$ cat config.mk
export PLATFORM = sky130hd
export DESIGN_NAME = ace_req_arbiter
export DESIGN_NICKNAME = d
export VERILOG_FILES = /design/src/rtl/ace_req_arbiter.sv
export SDC_FILE = /design/constraint.sdc
export NUM_CORES = 1
export LEC_CHECK = 0
export CORE_ASPECT_RATIO = 1.4
export CORE_MARGIN = 2
export CORE_UTILIZATION = 25
export CTS_BUF_LIST = sky130_fd_sc_hd__clkbuf_8
export CTS_CLUSTER_DIAMETER = 40
export DETAILED_ROUTE_END_ITERATION = 8
export PLACE_DENSITY = 0.54
export SYNTH_ARGS = -nofsm -noshare
export SYNTH_HDL_FRONTEND = slang
export SYNTH_SLANG_ARGS = --single-unit
$ cat constraint.sdc
create_clock -name clk -period 3.25 [get_ports clk]
set_clock_uncertainty 0.2 [all_clocks]
set_input_delay 0.65 -clock clk [delete_from_list [all_inputs] [get_ports clk]]
set_output_delay 0.65 -clock clk [all_outputs]
set_load 0.005 [all_outputs]
$ cat src/rtl/ace_req_arbiter.sv
// Round-robin arbiter that shares one ACE master controller between NUM_REQ
// cache-side requesters. It latches the winner's type and address, holds one
// request line until ace_ready_i, and inserts a one-cycle gap after each
// transaction so the controller can accept a pending snoop. Issues are held
// back for a bounded number of cycles while a snoop is visible, and a watchdog
// flags transactions that never complete.
module ace_req_arbiter #(
    parameter int NUM_REQ         = 2,
    parameter int ADDR_W          = 32,
    parameter int SNOOP_DEFER_MAX = 4,
    parameter int TIMEOUT_CYCLES  = 1024
) (
    input  logic                        clk,
    input  logic                        rst_n,
    input  logic [NUM_REQ-1:0]          req_valid_i,
    input  logic [2*NUM_REQ-1:0]        req_type_i,
    input  logic [ADDR_W*NUM_REQ-1:0]   req_addr_i,
    output logic [NUM_REQ-1:0]          req_gnt_o,
    output logic [NUM_REQ-1:0]          req_done_o,
    output logic                        read_req_o,
    output logic                        write_req_o,
    output logic                        invalid_req_o,
    output logic [ADDR_W-1:0]           ace_addr_o,
    input  logic                        ace_ready_i,
    input  logic                        ac_valid_i,
    input  logic                        err_clr_i,
    output logic                        timeout_o,
    output logic                        illegal_o,
    output logic                        busy_o
);

    localparam int IDX_W = $clog2(NUM_REQ);
    localparam int WD_W  = $clog2(TIMEOUT_CYCLES);

    localparam logic [1:0]       TYPE_READ    = 2'b00;
    localparam logic [1:0]       TYPE_WRITE   = 2'b01;
    localparam logic [1:0]       TYPE_UNIQUE  = 2'b10;
    localparam logic [1:0]       TYPE_ILLEGAL = 2'b11;
    localparam logic [3:0]       DEFER_MAX    = 4'(SNOOP_DEFER_MAX);
    localparam logic [WD_W-1:0]  WD_LAST      = WD_W'(TIMEOUT_CYCLES - 1);

    typedef enum logic [1:0] {
        ST_IDLE  = 2'd0,
        ST_ISSUE = 2'd1,
        ST_GAP   = 2'd2
    } state_e;

    state_e             state_q, state_d;
    logic [IDX_W-1:0]   ptr_q, ptr_d;
    logic [IDX_W-1:0]   win_q, win_d;
    logic [1:0]         type_q, type_d;
    logic [ADDR_W-1:0]  addr_q, addr_d;
    logic [3:0]         defer_q, defer_d;
    logic [WD_W-1:0]    wdog_q, wdog_d;
    logic               timeout_q, timeout_d;
    logic               illegal_q, illegal_d;

    logic [NUM_REQ-1:0] eligible;
    logic [NUM_REQ-1:0] bad_type;
    logic               found;
    logic [IDX_W-1:0]   pick;
    logic [IDX_W-1:0]   cand;

    // Per-requester classification: a valid request is eligible unless its type is illegal.
    generate
        for (genvar gi = 0; gi < NUM_REQ; gi++) begin : g_class
            assign eligible[gi] = req_valid_i[gi] && (req_type_i[2*gi +: 2] != TYPE_ILLEGAL);
            assign bad_type[gi] = req_valid_i[gi] && (req_type_i[2*gi +: 2] == TYPE_ILLEGAL);
        end
    endgenerate

    // Round-robin search: first eligible requester after the last winner.
    always_comb begin
        found = 1'b0;
        pick  = '0;
        cand  = '0;
        for (int k = 1; k <= NUM_REQ; k++) begin
            cand = IDX_W'((int'(ptr_q) + k) % NUM_REQ);
            if (!found && eligible[cand]) begin
                found = 1'b1;
                pick  = cand;
            end
        end
    end

    // Next-state logic: arbitration and snoop deferral in IDLE, completion in ISSUE.
    always_comb begin
        state_d    = state_q;
        ptr_d      = ptr_q;
        win_d      = win_q;
        type_d     = type_q;
        addr_d     = addr_q;
        defer_d    = defer_q;
        wdog_d     = wdog_q;
        req_gnt_o  = '0;
        req_done_o = '0;
        case (state_q)
            ST_IDLE: begin
                if (!found) begin
                    defer_d = '0;
                end else if (rst_n) begin
                    if (ac_valid_i && (defer_q < DEFER_MAX)) begin
                        defer_d = defer_q + 4'd1;
                    end else begin
                        req_gnt_o[pick] = 1'b1;
                        ptr_d   = pick;
                        win_d   = pick;
                        type_d  = req_type_i[2*pick +: 2];
                        addr_d  = req_addr_i[ADDR_W*pick +: ADDR_W];
                        defer_d = '0;
                        wdog_d  = '0;
                        state_d = ST_ISSUE;
                    end
                end
            end
            ST_ISSUE: begin
                wdog_d = (wdog_q == WD_LAST) ? wdog_q : wdog_q + 1'b1;
                if (ace_ready_i) begin
                    req_done_o[win_q] = 1'b1;
                    wdog_d  = '0;
                    state_d = ST_GAP;
                end
            end
            ST_GAP: begin
                state_d = ST_IDLE;
            end
            default: begin
                state_d = ST_IDLE;
            end
        endcase
    end

    // Sticky error flags: a new error in the same cycle wins over a clear.
    always_comb begin
        timeout_d = timeout_q;
        illegal_d = illegal_q;
        if (err_clr_i) begin
            timeout_d = 1'b0;
            illegal_d = 1'b0;
        end
        if ((state_q == ST_ISSUE) && (wdog_q == WD_LAST)) begin
            timeout_d = 1'b1;
        end
        if (|bad_type) begin
            illegal_d = 1'b1;
        end
    end

    // State and datapath registers; reset drops any in-flight request immediately.
    always_ff @(posedge clk or negedge rst_n) begin
        if (!rst_n) begin
            state_q   <= ST_IDLE;
            ptr_q     <= IDX_W'(NUM_REQ - 1);
            win_q     <= '0;
            type_q    <= TYPE_READ;
            addr_q    <= '0;
            defer_q   <= '0;
            wdog_q    <= '0;
            timeout_q <= 1'b0;
            illegal_q <= 1'b0;
        end else begin
            state_q   <= state_d;
            ptr_q     <= ptr_d;
            win_q     <= win_d;
            type_q    <= type_d;
            addr_q    <= addr_d;
            defer_q   <= defer_d;
            wdog_q    <= wdog_d;
            timeout_q <= timeout_d;
            illegal_q <= illegal_d;
        end
    end

    assign busy_o        = (state_q == ST_ISSUE);
    assign read_req_o    = busy_o && (type_q == TYPE_READ);
    assign write_req_o   = busy_o && (type_q == TYPE_WRITE);
    assign invalid_req_o = busy_o && (type_q == TYPE_UNIQUE);
    assign ace_addr_o    = addr_q;
    assign timeout_o     = timeout_q;
    assign illegal_o     = illegal_q;

endmodule

==> impl_metrics.toml, run 1 <==
[timing]
setup_viol = 0
relSlewSlack_pct = 51.9
worst_slew_pin_slew_ns = 0.722
hold_viol = 0
period_share_pct = 98.2
drv_slew = 0
fmax_mhz = 313
rsz0062_at_grt = "no"
tns_ns = 0
period_minus_slack_ns = 3.19
whs_ns = 0.273

[global_routing]
grt_pass1_vias = 2411
grtUsageTotal_pct = 14.1
grt_max_degree = 57
grt_first_pass_wirelength_um = 12000
grt_antenna_before_repair = 0
grt-ovfl-total = 0

[floorplan]
initial_core_util_pct = 25.7
fp.dieH_um = 123
pin_count = 117
dieArea_mm2 = 0.0110
core-area_mm2 = 0.00990
dieWidth_um = 89.3
rows = 43

[synth]
synth-edff-count = 0
synthAdderAreaFrac_pct = 0.983
synthCells = 221
synthXorXnorAreaFrac_pct = 0.344
synthMuxAreaShare_pct = 0.885
synth_top_family_by_area = "compound AO/OA/AOI/OAI gates"
ys_types = 44
syn_area_mm2 = 0.00254
ys_seq_area_share_pct = 53.1
synth_compound_area_share_pct = 25.3
synth_async_sr_flop_share_pct = 100
synth.avg_cell_area_um2 = 11.5
synth-main-ff-cell = "dfrtp_1"
yosys_warnings = 0
synthSimpleGateAreaFrac_pct = 9.29
synth_nets = 298
ys_seq_elements = 54

[worst_hold_path]
hp-class = "in -> async"

[cells_and_area]
ff_latch_area_mm2 = 0.00135
drive_above_1_share_pct = 9.06
diodes = 0
num-fill-cells = 1014
final_util_pct = 39.9
fin_nets = 418
area_delta_synth_final_pct = 55.2
multi_input_area_um2 = 943

[setup_path]
timing_worst_setup_path_type = "in -> out"
critical_path_required_ns = 2.40
cp_data_arrival_time_ns = 2.34
cp_max_fo = 3
startpoint = "req_type_i[1]"
cp-start-kind = "input port"
end_kind = "output port"
regToRegStartpoint = "state_q[1]$_DFFE_PN0P_"

[placement]
port_buffers = 116
gp_congestion = 0.825
hpwl_um = 5300

[routing]
routed_via_density = 4.90
ant_nets = 0
first_pass_iters = 7
drc = 0
wl_per_cell_um = 15.6
drt-total-wl_um = 7440
drt_iter0_drc = 167
vias = 2335

[outcome]
run_status = "finished, final reports clean"

[clock_tree]
clkTransAtPathRegs_ns = 0.10
post-cts-setup-buffer-count = 0
cts_made_buffers = 5
cts_max_path_buffers = 2
tritoncts = "done"
cts-root-buf = "clkbuf_8"
ctsHoldBuffers = 0
cts.sinks = 54
htreeDepth = 2
clk_latency_ns = 0.31

[power]
power_leakage_nw = 1.82
finalPower_mw = 1.98
powerDensity_mw_per_mm2 = 501
vdd_drop_max_mv = 0.205

[job]
cap_violations = 0
## routing by layer
| metal | vias to the layer above | global-route usage [%] | share of wire (%) |
|---|---|---|---|
| li1 | 1088 | - | - |
| met1 | 1151 | 16.7 | 39 |
| met2 | 89 | 25.0 | 54 |
| met3 | 7 | 3.54 | 6.1 |
| met4 | 0 | 3.92 | 1.2 |
| met5 | - | 0 | 0 |
## area by class of cell
type / instances / area share, %
timing repair buffer: 126 / 31.6
multi-input combinational: 115 / 23.9
tap: 135 / 4.28
clock inverter: 3 / 0.539
clock buffer: 5 / 1.74
inverter: 39 / 3.71
sequential: 54 / 34.3
## kinds of logic after synthesis
family | count (synthesis)
AO/OA/AOI/OAI | 69
flip-flops | 54
buffers and inverters | 52
AND/OR/NAND/NOR | 41
multiplexers | 2
adder cells (fa/ha/maj) | 2
XOR/XNOR | 1
## critical path, cell delays in order
cell	delay [ns]
clkdlybuf4s50_1	0.44
buf_4	0.16
a21bo_2	0.21
a2111oi_4	0.19
buf_4	0.19
clkdlybuf4s50_1	0.50
## worst paths after layout
path | slack, ns | cells after the start | endpoint
worst max-delay path | 0.06 | 6 | req_gnt_o[0]
worst min-delay path | 0.27 | 2 | defer_q[3]$_DFFE_PN0P_
worst max register to register | 0.94 | 6 | type_q[1]$_DFFE_PN0P_
worst min register to register | 0.31 | 2 | illegal_o$_DFFE_PN0P_
max in group asynchronous | 2.10 | 2 | ace_addr_o[8]$_DFFE_PN0P_
min in group clk | 0.31 | 2 | illegal_o$_DFFE_PN0P_
## power breakdown
part	internal, mW	switching [mW]
sequential	0.824	0.105
clock	0.152	0.233
combinational	0.436	0.228
total	1.41	0.566
## timing repair
| item | in CTS | in global routing |
|---|---|---|
| gates resized for setup | 2 | 4 |
| setup endpoints to repair | 1 | 2 |
| pin swaps | 0 | 1 |
## cell usage in the layout (no fill, tap or decap), types with 4 or more instances in the layout
master	count
dfrtp_1	53
clkbuf_8	5
a222oi_1	34
a21oi_1	4
inv_1	39
buf_4	9
nor3_1	5
nand2_1	7
clkdlybuf4s50_1	112
a31oi_1	4
o21ai_0	4
a22o_1	4
nand3_1	6
## registers in the layout (all words and copies together), names as in the netlist
name and cells:
ace_addr_o 32, defer_q 4, illegal_o 1, ptr_q 1
state_q 2, timeout_o 1, type_q 2, wdog_q 10
win_q 1
## cells in the mapped netlist, types with 3 or more instances
| library cell | n | area (um^2) |
|---|---|---|
| o21ai_0 | 4 | 20.0 |
| nor3_1 | 5 | 25.0 |
| a22o_1 | 4 | 35.0 |
| buf_6 | 7 | 78.8 |
| a21oi_1 | 4 | 20.0 |
| and2_1 | 3 | 18.8 |
| nand2_1 | 7 | 26.3 |
| and3_1 | 3 | 18.8 |
| dfrtp_1 | 53 | 1330 |
| a31oi_1 | 4 | 25.0 |
| nor2_1 | 3 | 11.3 |
| a222oi_1 | 34 | 340 |
| buf_2 | 3 | 15.0 |
| nand3_1 | 6 | 30.0 |
| inv_1 | 39 | 146 |
| a211o_1 | 3 | 26.3 |
## metrics by stage
step | worst slack, ns | area [um^2] | cells
after floorplan | 0.558 | 2540 | 221
after global placement | -0.0391 | 3850 | 469
after detailed placement | -0.0688 | 3850 | 469
after CTS | -0.000371 | 3940 | 477
after global routing | 0.00230 | 3950 | 477
final | 0.0583 | 3950 | 477
Note: power is estimated with default switching activity, not from simulation.
==> run 2, diff against run 1 <==
--- a/config.mk
+++ b/config.mk
@@ -6,7 +6,7 @@
 export NUM_CORES = 1
 export LEC_CHECK = 0
 export CORE_ASPECT_RATIO = 1.4
-export CORE_MARGIN = 2
+export CORE_MARGIN = 3
 export CORE_UTILIZATION = 25
 export CTS_BUF_LIST = sky130_fd_sc_hd__clkbuf_8
 export CTS_CLUSTER_DIAMETER = 40
==> impl_metrics.toml, run 2 (synthesized netlist as in run 1, its figures left out) <==
[outcome]
run_status = "finished, final reports clean"

[routing]
ant_nets = 0
first_pass_iters = 7
wl_per_cell_um = 15.8
drt-total-wl_um = 7530
vias = 2336
drt_iter0_drc = 204
routed_via_density = 4.92
drc = 0

[timing]
fmax_mhz = 317
relSlewSlack_pct = 51.9
setup_viol = 0
worst_slew_pin_slew_ns = 0.721
rsz0062_at_grt = "no"
hold_viol = 0
final.setup.worst_slack_ns = 0.0995
period_share_pct = 96.9
drv_slew = 0
period_minus_slack_ns = 3.15

[placement]
gp_congestion = 0.774
hpwl_um = 5290
placed_cells = 466
port_buffers = 116
place_ws_ns = -0.0553

[setup_path]
critical_path_required_ns = 2.40
cp_max_fo = 3
cp-start-kind = "input port"
critPathCapture = "req_gnt_o[1]"
cp_data_arrival_time_ns = 2.30
r2r_setup_slack_ns = 0.83
end_kind = "output port"
startpoint = "req_type_i[3]"
reg2regPathDepth = 6
regToRegEndpoint = "ace_addr_o[30]$_DFFE_PN0P_"
timing_worst_setup_path_type = "in -> out"
regToRegStartpoint = "state_q[1]$_DFFE_PN0P_"

[cells_and_area]
layout_common_cells = "clkdlybuf4s50_1, dfrtp_1, inv_1"
num-fill-cells = 990
final_cells = 475
largest_reg_flops = 32
final_common_cell = "clkdlybuf4s50_1"
diodes = 0
fin_nets = 419
area_delta_synth_final_pct = 56.1
drive_above_1_share_pct = 8.75

[floorplan]
core-area_mm2 = 0.00967
dieArea_mm2 = 0.0114
initial_core_util_pct = 26.3
fp.dieH_um = 125
rows = 42
dieWidth_um = 91.3
pin_count = 117

[power]
powerDensity_mw_per_mm2 = 518
swShare_pct = 26.7
pwr-share-comb_pct = 32.3
seq_power_share_pct = 45.0
finalPower_mw = 2.06
vdd_drop_max_mv = 0.231
clkPwrFrac_pct = 22.6
power_leakage_nw = 1.82
p_int_mw = 1.51
p_sw_uw = 550

[job]
cap_violations = 0

[clock_tree]
ctsHoldBuffers = 0
cts.sinks = 54
cts_made_buffers = 5
cts-root-buf = "clkbuf_8"
clkTransAtPathRegs_ns = 0.09
cts_max_path_buffers = 2
tritoncts = "done"
htreeDepth = 2
clk_latency_ns = 0.30

[global_routing]
grt_antenna_before_repair = 0
grt-ovfl-total = 0
grtUsageTotal_pct = 13.2
grt_max_degree = 57
grt_first_pass_wirelength_um = 12000
grt_pass1_vias = 2387

[worst_hold_path]
hp-class = "in -> async"
==> run 2: worst min path at each step <==
| stage | start | end | slack [ns] |
|---|---|---|---|
| 2_1_floorplan | rst_n | ace_addr_o[0]$_DFFE_PN0P_ | 0.15 |
| 3_3_place_gp | ace_addr_o[25]$_DFFE_PN0P_ | ace_addr_o[25]$_DFFE_PN0P_ | 0.29 |
| 3_5_place_dp | ace_addr_o[3]$_DFFE_PN0P_ | ace_addr_o[3]$_DFFE_PN0P_ | 0.29 |
| 4_1_cts | rst_n | ace_addr_o[1]$_DFFE_PN0P_ | 0.31 |
| 5_1_grt | ace_addr_o[17]$_DFFE_PN0P_ | ace_addr_o[17]$_DFFE_PN0P_ | 0.34 |
| 6_report | rst_n | defer_q[2]$_DFFE_PN0P_ | 0.30 |
==> run 2: layout make-up <==
cell class,instances,area (um^2),area share [%]
Clock buffer,6,82.6,2.08
Tap cell,132,165,4.16
Inverter,39,146,3.68
Sequential cell,54,1350,34.0
Timing Repair Buffer,127,1250,31.5
Clock inverter,2,33.8,0.850
Multi-Input combinational cell,115,941,23.7
==> run 2: worst max-delay path, stage by stage <==
cell	delay [ns]
clkdlybuf4s50_1	0.42
buf_4	0.15
a21bo_2	0.21
a2111oi_4	0.17
buf_4	0.18
clkdlybuf4s50_1	0.51
==> run 2: power groups by stage <==
stage | sequential [mW] | combinational (mW) | clock, mW
finish | 0.927 | 0.666 | 0.466
global route | 0.948 | 0.731 | 0.513
CTS | 0.927 | 0.679 | 0.495
detailed placement | 0.935 | 0.677 | 0
global placement | 0.935 | 0.673 | 0
floorplan | 0.934 | 0.244 | 0
==> run 2: repair_timing <==
action / in CTS / in global routing
gates resized for setup: 1 / 2
setup endpoints to repair: 2 / 1
pin swaps: 2 / 0
setup buffers: 1 / 0
==> run 2: metrics by stage <==
stage / area (um^2) / utilization [%] / hold WS, ns / TNS [ns]
floorplan: 2540 / - / 0.154 / 0
global placement: 3840 / 39.8 / 0.287 / -0.0725
detailed placement: 3840 / 39.8 / 0.292 / -0.0786
CTS: 3970 / 41.0 / 0.309 / 0
global route: 3970 / 41.1 / 0.340 / 0
finish: 3970 / 41.1 / 0.301 / 0
==> run 2: per-layer routing <==
layer | track usage, % | up-vias | share of wire [%]
met2 | 23.1 | 102 | 51
met4 | 4.80 | 0 | 1.4
met1 | 15.0 | 1134 | 41
met3 | 4.03 | 8 | 6.7
met5 | 0 | - | 0
li1 | - | 1092 | -
==> run 3, diff against run 2 <==
--- a/config.mk
+++ b/config.mk
@@ -11,7 +11,9 @@
 export CTS_BUF_LIST = sky130_fd_sc_hd__clkbuf_8
 export CTS_CLUSTER_DIAMETER = 40
 export DETAILED_ROUTE_END_ITERATION = 8
+export MAX_ROUTING_LAYER = met4
 export PLACE_DENSITY = 0.54
+export SLEW_MARGIN = 30
 export SYNTH_ARGS = -nofsm -noshare
 export SYNTH_HDL_FRONTEND = slang
 export SYNTH_SLANG_ARGS = --single-unit
==> impl_metrics.toml, run 3 (synthesized netlist as in run 1, its figures left out) <==
[clock_tree]
cts_made_buffers = 5
cts.sinks = 54
tritoncts = "done"
ctsHoldBuffers = 0
clk_latency_ns = 0.30
cts-root-buf = "clkbuf_8"
cts_max_path_buffers = 2
clkTransAtPathRegs_ns = 0.09
htreeDepth = 2

[cells_and_area]
num-fill-cells = 990
final_cells = 475
diodes = 0
layout_common_cells = "clkdlybuf4s50_1, dfrtp_1, inv_1"
area_delta_synth_final_pct = 56.1
final_util_pct = 41.1
final_common_cell = "clkdlybuf4s50_1"
largest_reg_flops = 32
fin_nets = 419
drive_above_1_share_pct = 8.75
fin_area_mm2 = 0.00397

[setup_path]
cp-start-kind = "input port"
cp_max_fo = 3
timing_worst_setup_path_type = "in -> out"
reg2regPathDepth = 6
end_kind = "output port"
cp_data_arrival_time_ns = 2.30
critical_path_required_ns = 2.40

[timing]
whs_ns = 0.302
period_share_pct = 96.9
rsz0062_at_grt = "no"
relSlewSlack_pct = 52.0
period_minus_slack_ns = 3.15
worst_slew_pin_slew_ns = 0.720
hold_viol = 0
drv_slew = 0
tns_ns = 0
fmax_mhz = 318
setup_viol = 0
final.setup.worst_slack_ns = 0.101

[routing]
ant_nets = 0
drc = 0
vias = 2324
routed_via_density = 4.89
drt_iter0_drc = 201
wl_per_cell_um = 15.9
drt-total-wl_um = 7530
first_pass_iters = 6

[power]
seq_power_share_pct = 45.1
pwr-share-comb_pct = 32.4
powerDensity_mw_per_mm2 = 518
finalPower_mw = 2.06
p_int_mw = 1.51
power_leakage_nw = 1.82
swShare_pct = 26.7
vdd_drop_max_mv = 0.231
p_sw_uw = 549
clkPwrFrac_pct = 22.6

[placement]
port_buffers = 116
placed_cells = 466
place_ws_ns = -0.0553
hpwl_um = 5290
placed_cell_area_mm2 = 0.00384
gp_congestion = 0.784

[global_routing]
grt_antenna_before_repair = 0
grt_first_pass_wirelength_um = 12000
grt-ovfl-total = 0
grt_max_degree = 57
grt_pass1_vias = 2390
grtUsageTotal_pct = 13.5

[floorplan]
initial_core_util_pct = 26.3
dieWidth_um = 91.3
rows = 42
pin_count = 117
core-area_mm2 = 0.00967
fp.dieH_um = 125
dieArea_mm2 = 0.0114

[job]
cap_violations = 0

[worst_hold_path]
hp-class = "in -> async"

[outcome]
run_status = "finished, final reports clean"
==> run 3: power by group through the flow <==
stage | clock (mW) | combinational, mW | sequential, mW
after detailed placement | 0 | 0.677 | 0.935
after floorplan | 0 | 0.244 | 0.934
final | 0.464 | 0.666 | 0.927
after CTS | 0.495 | 0.679 | 0.927
after global placement | 0 | 0.673 | 0.935
after global routing | 0.513 | 0.730 | 0.948
==> run 3: worst max-delay path, stage by stage <==
cell and delay [ns]:
clkdlybuf4s50_1 0.42, buf_4 0.15, a21bo_2 0.21, a2111oi_4 0.17, buf_4 0.18, clkdlybuf4s50_1 0.51
==> run 3: final cells by class <==
class | instances | area (um^2) | share of cell area [%]
Inverter | 39 | 146 | 3.68
Tap cell | 132 | 165 | 4.16
Multi-Input combinational cell | 115 | 941 | 23.7
Sequential cell | 54 | 1350 | 34.0
Timing Repair Buffer | 127 | 1250 | 31.5
Clock buffer | 6 | 82.6 | 2.08
Clock inverter | 2 | 33.8 | 0.850
==> run 3: layer usage <==
metal  wire length, um  GRT usage [%]  vias up  share of wire, %
li1                  -              -     1088                 -
met4               123           4.80        0               1.6
met2              3860           23.1      105                51
met3               410           3.06       10               5.4
met5                 0              -        -                 0
met1              3140           15.5     1121                42
==> run 3: final timing paths <==
kind,end,startpoint,slack [ns]
max,req_gnt_o[1],req_type_i[3],0.10
min,defer_q[2]$_DFFE_PN0P_,rst_n,0.30
max reg2reg,ace_addr_o[30]$_DFFE_PN0P_,state_q[1]$_DFFE_PN0P_,0.83
min reg2reg,ace_addr_o[22]$_DFFE_PN0P_,ace_addr_o[22]$_DFFE_PN0P_,0.31
max in group asynchronous,ace_addr_o[16]$_DFFE_PN0P_,rst_n,2.09
min in group clk,ace_addr_o[22]$_DFFE_PN0P_,ace_addr_o[22]$_DFFE_PN0P_,0.31
==> run 3: timing repair <==
item	in CTS	in global routing
setup endpoints to repair	2	1
gates resized for setup	1	2
setup buffers	1	0
pin swaps	2	0
